===== config.mk =====
export PLATFORM = sky130hd
export DESIGN_NAME = trace_capture
export DESIGN_NICKNAME = d
export VERILOG_FILES = /design/src/rtl/trace_capture.sv
export SDC_FILE = /design/constraint.sdc
export NUM_CORES = 2
export LEC_CHECK = 0
export ABC_CLOCK_PERIOD_IN_PS = 5900
export CORE_MARGIN = 5
export CORE_UTILIZATION = 50
export DETAILED_ROUTE_END_ITERATION = 6
export PLACE_DENSITY = 0.7
export SLEW_MARGIN = 0
export SYNTH_ARGS = -nofsm -noshare
export SYNTH_HDL_FRONTEND = slang
export SYNTH_SLANG_ARGS = --single-unit

===== constraint.sdc =====
create_clock -name clock -period 5.9 [get_ports clock]
set_input_delay 1.18 -clock clock [delete_from_list [all_inputs] [get_ports clock]]
set_output_delay 1.18 -clock clock [all_outputs]
set_load 0.1 [all_outputs]

===== src/rtl/trace_capture.sv =====
// Bus-trace buffer: captures CPU memory writes (and, with TRACE_FETCH_EN defined,
// instruction fetches) into a FWFT FIFO drained by a valid/ready host port.
module trace_capture #(
  parameter int          DEPTH       = 16,
  parameter logic [5:0]  FETCH_STATE = 6'd0
) (
  input  logic                       clock,
  input  logic                       reset,
  input  logic                       trace_en,
  input  logic [5:0]                 estado,
  input  logic [31:0]                pc,
  input  logic [31:0]                mem_addr,
  input  logic                       mem_wr,
  input  logic [31:0]                wdata,
  output logic                       out_valid,
  input  logic                       out_ready,
  output logic [64:0]                out_data,
  output logic [$clog2(DEPTH):0]     count,
  output logic [15:0]                drop_count
);

  localparam int AW = $clog2(DEPTH);
  localparam int CW = AW + 1;

  // Host handshake: an entry leaves the FIFO on an edge where out_valid and
  // out_ready are both high; out_data holds until that edge.
  logic [64:0]   r_mem [DEPTH];
  logic [AW-1:0] r_wr_ptr;
  logic [AW-1:0] r_rd_ptr;
  logic [CW-1:0] r_count;
  logic [15:0]   r_drop;

  logic        w_wr_evt;
  logic        w_fetch_evt;
  logic        w_evt;
  logic        w_pop;
  logic        w_full;
  logic        w_push;
  logic        w_collide;
  logic [64:0] w_entry;
  logic [1:0]  w_drops;
  logic [16:0] w_drop_sum;

  assign w_wr_evt = trace_en & mem_wr;

`ifdef TRACE_FETCH_EN
  logic [5:0] r_estado_prev;

  // Reset value differs from any legal FETCH_STATE so the first fetch is seen.
  always_ff @(posedge clock or negedge reset) begin
    if (!reset) r_estado_prev <= 6'h3F;
    else        r_estado_prev <= estado;
  end

  assign w_fetch_evt = trace_en & (estado == FETCH_STATE) & (r_estado_prev != FETCH_STATE);
  assign w_entry     = w_wr_evt ? {1'b1, mem_addr, wdata} : {1'b0, pc, 32'h0};
`else
  logic w_unused;
  assign w_unused    = ^{estado, pc};
  assign w_fetch_evt = 1'b0;
  assign w_entry     = {1'b1, mem_addr, wdata};
`endif

  assign w_evt     = w_wr_evt | w_fetch_evt;
  assign w_collide = w_wr_evt & w_fetch_evt;
  assign w_pop     = out_valid & out_ready;
  assign w_full    = (r_count == CW'(DEPTH));
  assign w_push    = w_evt & (~w_full | w_pop);

  // A full FIFO plus a write/fetch collision loses two events in one cycle.
  assign w_drops    = {1'b0, w_collide} + {1'b0, w_evt & ~w_push};
  assign w_drop_sum = {1'b0, r_drop} + 17'(w_drops);

  always_ff @(posedge clock or negedge reset) begin
    if (!reset) begin
      r_wr_ptr <= '0;
      r_rd_ptr <= '0;
      r_count  <= '0;
      r_drop   <= '0;
      for (int i = 0; i < DEPTH; i++) r_mem[i] <= '0;
    end else begin
      if (w_push) begin
        r_mem[r_wr_ptr] <= w_entry;
        r_wr_ptr        <= r_wr_ptr + 1'b1;
      end
      if (w_pop) r_rd_ptr <= r_rd_ptr + 1'b1;
      if (w_push & ~w_pop)      r_count <= r_count + CW'(1);
      else if (~w_push & w_pop) r_count <= r_count - CW'(1);
      r_drop <= w_drop_sum[16] ? 16'hFFFF : w_drop_sum[15:0];
    end
  end

  assign out_valid  = (r_count != '0);
  assign out_data   = r_mem[r_rd_ptr];
  assign count      = r_count;
  assign drop_count = r_drop;

endmodule


==> impl_metrics.py <==
metrics = {
    "run_status": {
        "outcome": "completed",
    },
    "floorplan": {
        "start_util_pct": 50.28,
        "die_h_um": 326.9,
        "core_region_area_um2": 99860,
        "rows": 116,
        "fp.dieArea_um2": 106900,
        "die_w_um": 326.9,
        "io_pins": 194,
    },
    "drt": {
        "drtIter0Drc": 1818,
        "drtAntennaViolNets": 0,
        "wirelength_um": 119300,
        "routedWlPerCell_um": 26.85,
        "drcViolationCount": 0,
        "drt_pass1_iterations": 5,
        "viasPerCell": 5.993,
        "vias": 26641,
    },
    "synthesis": {
        "async_reset_ff_share_pct": 100.0,
        "syn_area_per_cell_um2": 16.84,
        "synth_edf_count": 0,
        "syn_inst": 2981,
        "synth_ff_type": "dfrtp_1",
        "yosys_warnings": 0,
        "ys_seq_elements": 1069,
        "yosysSeqAreaShare_pct": 53.28,
        "yosysTopAreaCell": "dfrtp_1",
        "synthesis.area_um2": 50210,
        "synth.area.top_cells": "dfrtp_1 (53%), mux2_4 (13%), mux2_2 (13%)",
        "synth_top_area_share_pct": 53.28,
        "synthesis.nets": 3101,
        "yosysUniqueCellTypes": 39,
    },
    "worst_setup_path": {
        "cp-start-kind": "flip-flop",
        "setup.worst_path.end_class": "output port",
        "arrival_ps": 4070,
        "timing.rr.start": "count[1]$_DFFE_PN0P_",
        "r2r-end": "drop_count[6]$_DFF_PN0_",
        "worstPathMaxFanout": 27,
        "setup.reg_to_reg.worst_slack_ps": 2620,
        "required_ps": 4720,
        "reg2reg_depth": 8,
        "critical_path_class": "flip-flop to output port",
    },
    "cells_and_area": {
        "nFillCells": 7640,
        "multi_input_area_um2": 21450,
        "layout-drive-gt1-share_pct": 51.08,
        "regArea_um2": 26760,
        "syn_to_final_growth_pct": 11.64,
        "nNetsFinal": 3173,
    },
    "timing": {
        "hold_slack_ps": 464.2,
        "worst_slew_pin_slew_ps": 1169,
        "finClkSkew_ps": 25.36,
        "fin_crit_ps": 5248,
        "fmax_mhz": 190.6,
        "slew_violations": 0,
        "setup_violations": 0,
        "min_period_over_period_pct": 88.94,
        "hold_viol_final": 0,
        "slew_headroom_pct": 21.91,
        "rsz0062_at_grt": "false",
        "fin_tns_setup_ps": 0,
    },
    "grt": {
        "gr-total-overflow": 0,
        "track_usage_pct": 22.25,
        "antenna_found_initial": 11,
        "grt_pass1_wl_um": 185900,
        "grt_pass1_vias": 30164,
        "grt_max_degree": 169,
    },
    "power": {
        "p_switching_mw": 12.72,
        "ir_worst_vdd_mv": 0.6811,
        "intPower_mw": 21.19,
        "power.leakage_nw": 24.96,
        "power_frac_comb_pct": 43.3,
        "pwr-share-seq_pct": 35.6,
        "clockPowerShare_pct": 21.1,
        "switching_share_pct": 37.50,
        "powerDensity_nw_per_um2": 605.0,
    },
    "hold_path": {
        "worstHoldStart": "r_mem[649]$_DFFE_PN0P_",
        "hold_path.class": "flip-flop to flip-flop",
        "hold_end": "r_mem[649]$_DFFE_PN0P_",
        "holdPathStages": 1,
    },
    "run": {
        "max_cap_viol_count": 0,
    },
    "clocking": {
        "tritoncts": "built",
        "clock_path_buffers": 3,
        "postCtsHoldBufs": 0,
        "post_cts_resize_count": 0,
        "root_buffer": "clkbuf_16",
        "cts.sinks": 1069,
        "clk_pin_slew_ps": 60,
        "cts_buffers": 111,
        "cts_setup_buffers": 0,
        "htree_num_levels": 3,
        "clk_latency_ps": 700,
    },
    "place": {
        "place.port_buffers": 155,
        "hpwl_um": 66250,
        "place_congestion": 0.7646,
    },
}
==> worst max-delay path by stage <==
stage / startpoint / to / slack (ps) / depth (start not counted)
floorplan: r_rd_ptr[0]$_DFFE_PN0P_ / out_data[51] / 2370 / 6
global placement: r_rd_ptr[0]$_DFFE_PN0P_ / out_data[11] / 1330 / 6
detailed placement: r_rd_ptr[0]$_DFFE_PN0P_ / out_data[11] / 1310 / 6
CTS: r_rd_ptr[0]$_DFFE_PN0P_ / out_data[9] / 540 / 6
global route: r_rd_ptr[0]$_DFFE_PN0P_ / out_data[10] / 410 / 6
finish: r_rd_ptr[0]$_DFFE_PN0P_ / out_data[11] / 650 / 6
==> state kept, by name, indices dropped and copies added (netlist names) <==
register    count
r_mem        1040
drop_count     16
count           5
r_rd_ptr        4
r_wr_ptr        4
==> layer usage <==
metal / global-route usage (%) / wire (um) / up-vias
met1: 30.11 / 51230 / 14709
li1: - / - / 11194
met3: 3.746 / 5417 / 171
met5: 0 / 41 / -
met2: 37.74 / 59860 / 561
met4: 5.980 / 2803 / 6
==> synthesized netlist by cell type (all sizes together), types with 5 or more instances <==
master	n
a22oi	130
buf	147
clkbuf	121
dfrtp	1069
ha	12
inv	11
mux2	1026
mux4	260
nand2	88
nand3	11
nand4	5
nor2	10
nor2b	5
nor3	14
nor4	7
o21ai	7
or2	16
xnor2	13
==> critical path, stage by stage, from the launching register on <==
cell             delay [ps]
dfrtp_4                 840
buf_4                   430
buf_4                   270
mux4_2                  530
a22oi_1                 200
nand2_1                 110
clkdlybuf4s50_1         990
==> metrics by stage <==
stage               util, %  cell area (um2)  std cells  power (mW)  worst slack (ps)
floorplan                 -            50210       2981       23.15              2375
global placement      52.36            52290       4238       26.29              1332
detailed placement    52.36            52290       4238       26.93              1311
CTS                   56.12            56040       4440       34.22             544.3
global route          56.13            56050       4443       35.44             409.3
finish                56.13            56050       4445       33.91             652.3
==> cells by family after synthesis <==
kind of cell               Yosys count  share of synthesized area, %
AOI/OAI and AO/OA                  149                         2.185
xor gates and xnor gates            17                        0.2965
adders and majority gates           13                        0.3389
buffers and inverters              279                         4.149
DFF                               1069                         53.28
muxes                             1286                         37.97
and+or+nand+nor                    168                         1.782
==> layout by cell type (no fill, tap or decap), types with 4 or more instances in the layout <==
| master | Yosys | routed |
|---|---|---|
| mux4_2 | 260 | 260 |
| nand2b_1 | 4 | 4 |
| clkbuf_1 | 121 | 19 |
| bufinv_16 | 0 | 8 |
| diode_2 | 0 | 5 |
| clkdlybuf4s50_1 | 0 | 131 |
| buf_12 | 55 | 30 |
| xnor2_1 | 13 | 13 |
| nor2_1 | 10 | 6 |
| clkbuf_8 | 0 | 32 |
| nand2_1 | 88 | 88 |
| buf_4 | 15 | 65 |
| or2_2 | 16 | 16 |
| nand4_1 | 5 | 5 |
| o21ai_0 | 7 | 7 |
| ha_1 | 12 | 12 |
| nor3_4 | 9 | 9 |
| inv_1 | 11 | 11 |
| dfrtp_1 | 1069 | 1067 |
| xor2_1 | 4 | 4 |
| mux2_2 | 585 | 585 |
| a22oi_1 | 130 | 130 |
| nor3_1 | 5 | 4 |
| clkinv_2 | 0 | 24 |
| nor2_4 | 0 | 4 |
| clkbuf_16 | 0 | 111 |
| mux2_4 | 441 | 441 |
| nand3_1 | 11 | 11 |
==> power groups by stage <==
stage / registers (mW) / clock network [mW] / logic (mW)
after CTS: 12.0 / 7.33 / 14.9
after global placement: 11.8 / 0 / 14.5
final: 12.1 / 7.16 / 14.7
after floorplan: 11.5 / 0 / 11.6
after global routing: 12.4 / 7.61 / 15.5
after detailed placement: 12.1 / 0 / 14.8
==> final cells by class <==
class / count / area share (%)
clock buffer: 162 / 5.868
tap: 1298 / 2.897
timing repair buffer: 227 / 4.308
antenna: 5 / 0.02232
clock inverter: 40 / 0.8304
sequential: 1069 / 47.74
inverter: 11 / 0.07366
multi-input combinational: 1633 / 38.26
Power figures use the tool's default switching activity.
